==> config.mk <==
export PLATFORM = sky130hd
export DESIGN_NAME = dpe_table_arbiter
export DESIGN_NICKNAME = d
export VERILOG_FILES = /design/src/rtl/dpe_pkg.sv /design/src/rtl/dpe_rr_picker.sv /design/src/rtl/dpe_table_arbiter.sv
export SDC_FILE = /design/constraint.sdc
export NUM_CORES = 1
export LEC_CHECK = 0
export BUFFER_PORTS_ARGS = -buffer_cell sky130_fd_sc_hd__buf_2
export CAP_MARGIN = 20
export CORE_MARGIN = 1
export CORE_UTILIZATION = 43
export CTS_BUF_LIST = sky130_fd_sc_hd__clkbuf_8
export DETAILED_ROUTE_END_ITERATION = 8
export PLACE_DENSITY = 0.95
export SYNTH_ARGS = -nofsm -noshare
export SYNTH_HDL_FRONTEND = slang
export SYNTH_HIERARCHICAL = 1
export SYNTH_SLANG_ARGS = --single-unit
==> constraint.sdc <==
create_clock -name clk -period 11.52 [get_ports clk]
set_input_delay 1.728 -clock clk [delete_from_list [all_inputs] [get_ports clk]]
set_output_delay 1.728 -clock clk [all_outputs]
set_load 0.05 [all_outputs]
==> src/rtl/dpe_pkg.sv <==
// Shared types and constants for the DPE table-port arbiter.
package dpe_pkg;

  typedef enum logic [0:0] {
    IDLE   = 1'b0,
    LOCKED = 1'b1
  } dpe_arb_state_t;

  localparam int unsigned DPE_ARB_CNT_W = 16;

endpackage

==> src/rtl/dpe_rr_picker.sv <==
// Rotate-priority encoder: first set request at or above ptr, wrapping to 0.
module dpe_rr_picker #(
  parameter int unsigned N_REQ = 4,
  parameter int unsigned IDX_W = 2
) (
  input  logic [N_REQ-1:0] req,
  input  logic [IDX_W-1:0] ptr,
  output logic [N_REQ-1:0] gnt,
  output logic [IDX_W-1:0] idx
);

  int unsigned j;
  logic        found;

  always_comb begin
    gnt   = '0;
    idx   = '0;
    found = 1'b0;
    j     = 0;
    for (int unsigned i = 0; i < N_REQ; i++) begin
      j = 32'(ptr) + i;
      if (j >= N_REQ) j = j - N_REQ;
      if (!found && req[j]) begin
        found  = 1'b1;
        gnt[j] = 1'b1;
        idx    = IDX_W'(j);
      end
    end
  end

endmodule

==> src/rtl/dpe_table_arbiter.sv <==
// Round-robin arbiter for the lookup-table RAM read port with locked bursts.
// Optional per-client grant counters are built when DPE_ARB_STATS_EN is defined.
module dpe_table_arbiter
  import dpe_pkg::*;
#(
  parameter int unsigned N_REQ      = 4,
  parameter int unsigned ADDR_WIDTH = 8,
  parameter int unsigned DATA_WIDTH = 32,
  parameter int unsigned RD_LATENCY = 1
) (
  input  logic                           clk,
  input  logic                           rst,
  input  logic [N_REQ-1:0]               req_valid,
  input  logic [N_REQ-1:0]               req_last,
  input  logic [N_REQ*ADDR_WIDTH-1:0]    req_addr,
  output logic [N_REQ-1:0]               req_ready,
  output logic [N_REQ-1:0]               rsp_valid,
  output logic [DATA_WIDTH-1:0]          rsp_data,
  output logic [ADDR_WIDTH-1:0]          ram_addr,
  input  logic [DATA_WIDTH-1:0]          ram_dout,
  output logic                           idle,
  output logic [N_REQ*DPE_ARB_CNT_W-1:0] grant_cnt
);

  localparam int unsigned IDX_W = $clog2(N_REQ);

  dpe_arb_state_t        state_q, state_d;
  logic [IDX_W-1:0]      rr_ptr_q, rr_ptr_d;
  logic [IDX_W-1:0]      owner_q, owner_d;
  logic [ADDR_WIDTH-1:0] ram_addr_q;
  logic [N_REQ-1:0]      pipe_q [RD_LATENCY];
  logic [N_REQ-1:0]      pick_gnt;
  logic [IDX_W-1:0]      pick_idx, gnt_idx;
  logic                  accept, pipe_busy;

  dpe_rr_picker #(
    .N_REQ (N_REQ),
    .IDX_W (IDX_W)
  ) u_picker (
    .req (req_valid),
    .ptr (rr_ptr_q),
    .gnt (pick_gnt),
    .idx (pick_idx)
  );

  // req_ready is already gated by req_valid, so it doubles as the accepted-beat tag.
  always_comb begin
    state_d   = state_q;
    rr_ptr_d  = rr_ptr_q;
    owner_d   = owner_q;
    req_ready = '0;
    gnt_idx   = pick_idx;
    if (state_q == IDLE) begin
      req_ready = pick_gnt;
    end else begin
      gnt_idx            = owner_q;
      req_ready[owner_q] = req_valid[owner_q];
    end
    accept = |req_ready;
    if (accept) begin
      if (req_last[gnt_idx]) begin
        rr_ptr_d = (gnt_idx == IDX_W'(N_REQ - 1)) ? '0 : gnt_idx + 1'b1;
        state_d  = IDLE;
      end else begin
        owner_d = gnt_idx;
        state_d = LOCKED;
      end
    end
    ram_addr = accept ? req_addr[gnt_idx*ADDR_WIDTH +: ADDR_WIDTH] : ram_addr_q;
  end

  always_ff @(posedge clk) begin
    if (!rst) begin
      state_q    <= IDLE;
      rr_ptr_q   <= '0;
      owner_q    <= '0;
      ram_addr_q <= '0;
      for (int k = 0; k < RD_LATENCY; k++) pipe_q[k] <= '0;
    end else begin
      state_q    <= state_d;
      rr_ptr_q   <= rr_ptr_d;
      owner_q    <= owner_d;
      ram_addr_q <= ram_addr;
      pipe_q[0]  <= req_ready;
      for (int k = 1; k < RD_LATENCY; k++) pipe_q[k] <= pipe_q[k-1];
    end
  end

  always_comb begin
    pipe_busy = 1'b0;
    for (int k = 0; k < RD_LATENCY; k++) pipe_busy = pipe_busy | (|pipe_q[k]);
  end

  assign rsp_valid = pipe_q[RD_LATENCY-1];
  assign rsp_data  = (|rsp_valid) ? ram_dout : '0;
  assign idle      = (state_q == IDLE) && !pipe_busy;

`ifdef DPE_ARB_STATS_EN
  logic [DPE_ARB_CNT_W-1:0] cnt_q [N_REQ];

  always_ff @(posedge clk) begin
    if (!rst) begin
      for (int i = 0; i < N_REQ; i++) cnt_q[i] <= '0;
    end else begin
      for (int i = 0; i < N_REQ; i++) begin
        if (req_ready[i] && (cnt_q[i] != '1)) cnt_q[i] <= cnt_q[i] + 1'b1;
      end
    end
  end

  always_comb begin
    grant_cnt = '0;
    for (int i = 0; i < N_REQ; i++) grant_cnt[i*DPE_ARB_CNT_W +: DPE_ARB_CNT_W] = cnt_q[i];
  end
`else
  assign grant_cnt = '0;
`endif

endmodule

==> impl_results.md, run 1 <==
- Initial Utilization: 45.5%
- Critical path launch point type: input port
- Clock latency on the worst-skew pair: 0.25 ns
- DRT Pass-1 Iters: 4
- RD Place Congestion: 0.898
- Final period util: 54.7%
- Setup_tns: 0 ns
- Number of synthesized register bits: 17
- CTS tree: yes
- Setup Buffers After CTS: 0
- Register area share after synthesis: 15.6%
- WS Path Type: in -> out
- Placeable Area: 0.00479 mm²
- Area grow syn2layout: 21.8%
- CP required: 9.79 ns
- Number of buffers created by CTS: 3
- Status: finished clean
- RSZ-0062 raised after global routing: false
- First-pass GRT wire length: 8.18 mm
- Max clock buf depth: 2
- Share of cells above drive strength 1: 43.9%
- Worst-path clk slew: 0.06 ns
- Max-cap viol count: 0
- # H-tree levels: 1
- Synth top area cells: buf_4 (22%), dfxtp_1 (16%), mux4_2 (12%), nor2b_1 (11%), mux2_2 (4.7%)
- IO Pins: 187
- Die Area: 0.00535 mm²
- Post-DP HPWL: 4.78 mm
- Largest net degree at the start of global routing: 25
- Worst Skew: 0.00274 ns
- Global Route Usage Sum: 19.8%
- Clk Tree Root Cell: clkbuf_8
- Synth unique cells: 40
- Diode count: 0
- Slew Limit Headroom: 43.0%
- ANT nets after route: 0
- Syn Std Cell Area: 0.00218 mm²
- Clk sink count: 17
- Fin. max-slew vios: 0
- Initial antenna violation count: 0
- Port Buffers: 122
- Max Clock Freq: 0.159 GHz
- Count of final setup violators: 0
- Cts repair resizes: 0
- WP data arrival: 4.58 ns
- Count of final hold-check violations: 0
- Die H: 73.2 µm
- Slew @ Worst Pin: 0.847 ns
- Top cell type by total area after synthesis: buf_4
- Placement Rows: 25
- Die W: 73.2 µm
- Yosys warnings: 6
- Vias in the first global route: 1,731
- Total gr overflow: 0
- Hold WC Path Type: reg -> reg
- Crit path time final: 6.30 ns
- Synthesized area per cell: 9.07 µm²
- Worst setup EP type: primary output
- Final nets: 441
- Starting DRT DRC Count: 61
- Routed WL per cell: 13.2 µm
- Post-Syn Instances: 240
- Drt total wl: 5.63 mm
- Worst-path fanout max: 10
- Vias per cell: 4.65
- Via count: 1,976
- Hold-fix buffers, CTS: 0
- Top cell type's share of synthesized area: 22.4%
- DRC: 0
-- per-stage QoR --
step           hold WS [ns]  worst slack [ns]  util, %  cell area, µm²  instances
6_report              0.574              5.22     55.4            2650        425
2_1_floorplan         0.496              5.63        -            2410        303
5_1_grt               0.610              5.06     55.4            2650        425
3_5_place_dp          0.565              4.82     54.3            2600        420
4_1_cts               0.579              4.81     55.3            2650        424
3_3_place_gp          0.551              4.91     54.1            2590        419
-- logic make-up (layout without fill, tap and decap cells) --
kind of cell / Yosys count / count (layout) / share of synthesized area, %
AO/OA/AOI/OAI: 20 / 20 / 6.95
XOR/XNOR: 1 / 1 / 0.402
adder cells (fa/ha/maj): 8 / 8 / 4.60
AND/OR/NAND/NOR: 82 / 82 / 23.6
other: 1 / 64 / 0.172
buffers and inverters: 81 / 136 / 25.9
flip-flops: 17 / 17 / 15.6
multiplexers: 30 / 30 / 22.8
-- registers in the layout (all words and copies together) (netlist names) --
signal / cells
state_q: 1
ram_addr_q: 8
owner_q: 2
rr_ptr_q: 2
pipe_q: 4
-- Yosys cell counts (all sizes together) --
master,count
buf,68
nor2b,38
dfxtp,17
mux4,14
and2,12
nand2,12
mux2,10
ha,8
clkbuf,7
inv,6
mux2i,6
o21ai,6
a221oi,5
o2bb2ai,5
nor2,4
nand3,2
nand3b,2
nand4b,2
nor3,2
or4b,2
a211oi,1
a21oi,1
conb,1
nand2b,1
nand4,1
nor3b,1
nor4,1
o21bai,1
o31ai,1
or2b,1
or4,1
xor2,1
-- per-layer routing --
| metal | GRT usage [%] | wire, µm | up-vias |
|---|---|---|---|
| met5 | 0 | 0 | - |
| met4 | 5.88 | 51 | 0 |
| met3 | 2.21 | 343 | 6 |
| met2 | 36.5 | 3100 | 88 |
| met1 | 23.8 | 2140 | 952 |
| li1 | - | - | 930 |
-- final cells by class --
cell class	count	area, µm²
inverters	6	22.5
well taps	67	83.8
repair buffers	126	641
flip-flops and latches	17	340
clock inverters	1	5.00
fillers	445	2130
clock buffers	3	41.3
multi-input cells	205	1520
-- final timing paths --
check                           slack (ns)  depth (start not counted)           from            end
worst max-delay path                  5.22                          9   req_valid[3]    ram_addr[5]
worst min-delay path                  0.57                          2  ram_addr_q[7]  ram_addr_q[7]
worst max register to register        7.49                         10    rr_ptr_q[0]  ram_addr_q[5]
worst min register to register        0.57                          2  ram_addr_q[7]  ram_addr_q[7]
-- worst max-delay path, cell delays in order --
cell and delay [ns]:
buf_2 0.15, mux4_2 0.61, a221oi_1 0.34, o2bb2ai_1 0.13
or4_1 0.55, mux2i_1 0.24, buf_4 0.24, mux2_2 0.36
buf_2 0.21
-- cell usage in the layout, fill, tap and decap left out, types with 6 or more instances in the layout --
cell / synthesis / final
mux4_2: 12 / 12
conb_1: 1 / 64
inv_1: 6 / 6
nand2_1: 12 / 12
and2_1: 12 / 12
mux2_2: 9 / 9
nor2b_1: 37 / 37
dfxtp_1: 17 / 17
buf_2: 1 / 122
ha_1: 8 / 8
Power of run 1 is not shown: default switching activity piles up to over one toggle a cycle in this logic, so the estimate is an artifact.
==> run 2: changes to the inputs <==
--- a/config.mk
+++ b/config.mk
@@ -8,7 +8,7 @@
 export BUFFER_PORTS_ARGS = -buffer_cell sky130_fd_sc_hd__buf_2
 export CAP_MARGIN = 20
 export CORE_MARGIN = 1
-export CORE_UTILIZATION = 43
+export CORE_UTILIZATION = 40
 export CTS_BUF_LIST = sky130_fd_sc_hd__clkbuf_8
 export DETAILED_ROUTE_END_ITERATION = 8
 export PLACE_DENSITY = 0.95
==> constraint.sdc (replaced) <==
create_clock -name clk -period 6.4 [get_ports clk]
set_input_delay 0.96 -clock clk [delete_from_list [all_inputs] [get_ports clk]]
set_output_delay 0.96 -clock clk [all_outputs]
set_load 0.05 [all_outputs]
==> run 2 against run 1 <==
Effect of this change:
- first-iteration DRC count down 52%
- flip-flop and latch count unchanged
- global-route usage down 0.98 points
- critical path depth up 2
- die area up 7.3%
- highest routed layer unchanged
==> impl_results.md, run 2 (synthesis results as in run 1) <==
- Area grow syn2layout: 22.0%
- Hold-fix buffers, CTS: 0
- Clk sink count: 17
- Initial antenna violation count: 0
- Clock latency on the worst-skew pair: 0.25 ns
- CP required: 5.44 ns
- Largest net degree at the start of global routing: 33
- Die H: 75.8 µm
- Multi-input logic area: 0.00152 mm²
- Share of cells above drive strength 1: 43.9%
- Slew @ Worst Pin: 0.801 ns
- Die Area: 0.00574 mm²
- Post-DP HPWL: 4.88 mm
- Via count: 1,987
- Crit path time final: 5.24 ns
- RD Place Congestion: 0.940
- Placed Area: 0.00260 mm²
- Worst-path clk slew: 0.07 ns
- Starting DRT DRC Count: 29
- Final Cell Area: 0.00266 mm²
- First-pass GRT wire length: 8.01 mm
- Vias in the first global route: 1,615
- Cts repair resizes: 0
- Seq. cell area: 340 µm²
- Total gr overflow: 0
- Vias per cell: 4.64
- DRT Pass-1 Iters: 5
- Diode count: 0
- RSZ-0062 raised after global routing: false
- Max clock buf depth: 2
- Fin. max-slew vios: 0
- # H-tree levels: 1
- Count of final setup violators: 0
- Most frequent cells in the layout: buf_2 (122), conb_1 (64), nor2b_1 (37)
- WP data arrival: 4.28 ns
- Hold WC Path Type: reg -> reg
- Final period util: 81.9%
- Setup_tns: 0 ns
- Final nets: 441
- Worst setup EP type: primary output
- Worst Skew: 0.00241 ns
- IO Pins: 187
- WS Path Type: reg -> out
- Initial Utilization: 42.1%
- CTS tree: yes
- Critical path launch point type: flop
- Port Buffers: 122
- Filler cells: 484
- ANT nets after route: 0
- Regs by FF count: ram_addr_q x8, pipe_q x4
- Slew Limit Headroom: 45.5%
- Max-cap viol count: 0
- Largest Register: ram_addr_q
- Setup Buffers After CTS: 0
- Max Clock Freq: 0.191 GHz
- Commonest non-fill, non-tap cell in the layout: buf_2
- Drt total wl: 5.83 mm
- Placement Rows: 26
- Status: finished clean
- Die W: 75.8 µm
- DRC: 0
- Global Route Usage Sum: 18.8%
- Routed WL per cell: 13.6 µm
- Clk Tree Root Cell: clkbuf_8
- Hold slack final: 0.577 ns
- Max reg flops: 8
- Worst-path fanout max: 14
- Number of buffers created by CTS: 3
- Count of final hold-check violations: 0
- Placeable Area: 0.00517 mm²
==> run 2: layout make-up <==
class,count,share of cell area [%]
clock buffers,3,1.55
clock inverters,1,0.188
inverters,6,0.848
multi-input cells,205,57.2
flip-flops and latches,17,12.8
well taps,70,3.30
repair buffers,126,24.1
==> run 2: final timing paths <==
path | from | endpoint | slack [ns] | depth (start not counted)
worst max-delay path | rr_ptr_q[0] | ram_addr[2] | 1.16 | 11
worst min-delay path | ram_addr_q[7] | ram_addr_q[7] | 0.58 | 2
worst max register to register | rr_ptr_q[0] | owner_q[0] | 2.12 | 11
worst min register to register | ram_addr_q[7] | ram_addr_q[7] | 0.58 | 2
==> run 2: worst max-delay path: stages, from the launching register on <==
cell	delay [ns]
dfxtp_1	0.68
inv_1	0.23
ha_1	0.48
mux4_2	0.38
nor2b_4	0.09
o21ai_1	0.14
o31ai_1	0.10
mux2i_2	0.66
buf_4	0.27
mux4_2	0.49
mux2_2	0.28
buf_2	0.21
==> run 2: through the flow <==
stage / setup slack, ns / cells / util, %
after CTS: 1.15 / 427 / 51.2
after detailed placement: 1.43 / 423 / 50.3
final: 1.16 / 428 / 51.4
after global routing: 0.756 / 428 / 51.4
after floorplan: 2.05 / 303 / -
after global placement: 1.61 / 423 / 50.3
==> run 2: routing by layer <==
layer  track usage [%]  share of wire [%]  up-vias
met4              5.56                1.0        0
li1                  -                  -      932
met3              2.12                4.9        7
met1              22.1                 38      953
met2              35.5                 56       95
met5                 0                  0        -
Power of run 2 is left out for the same reason.
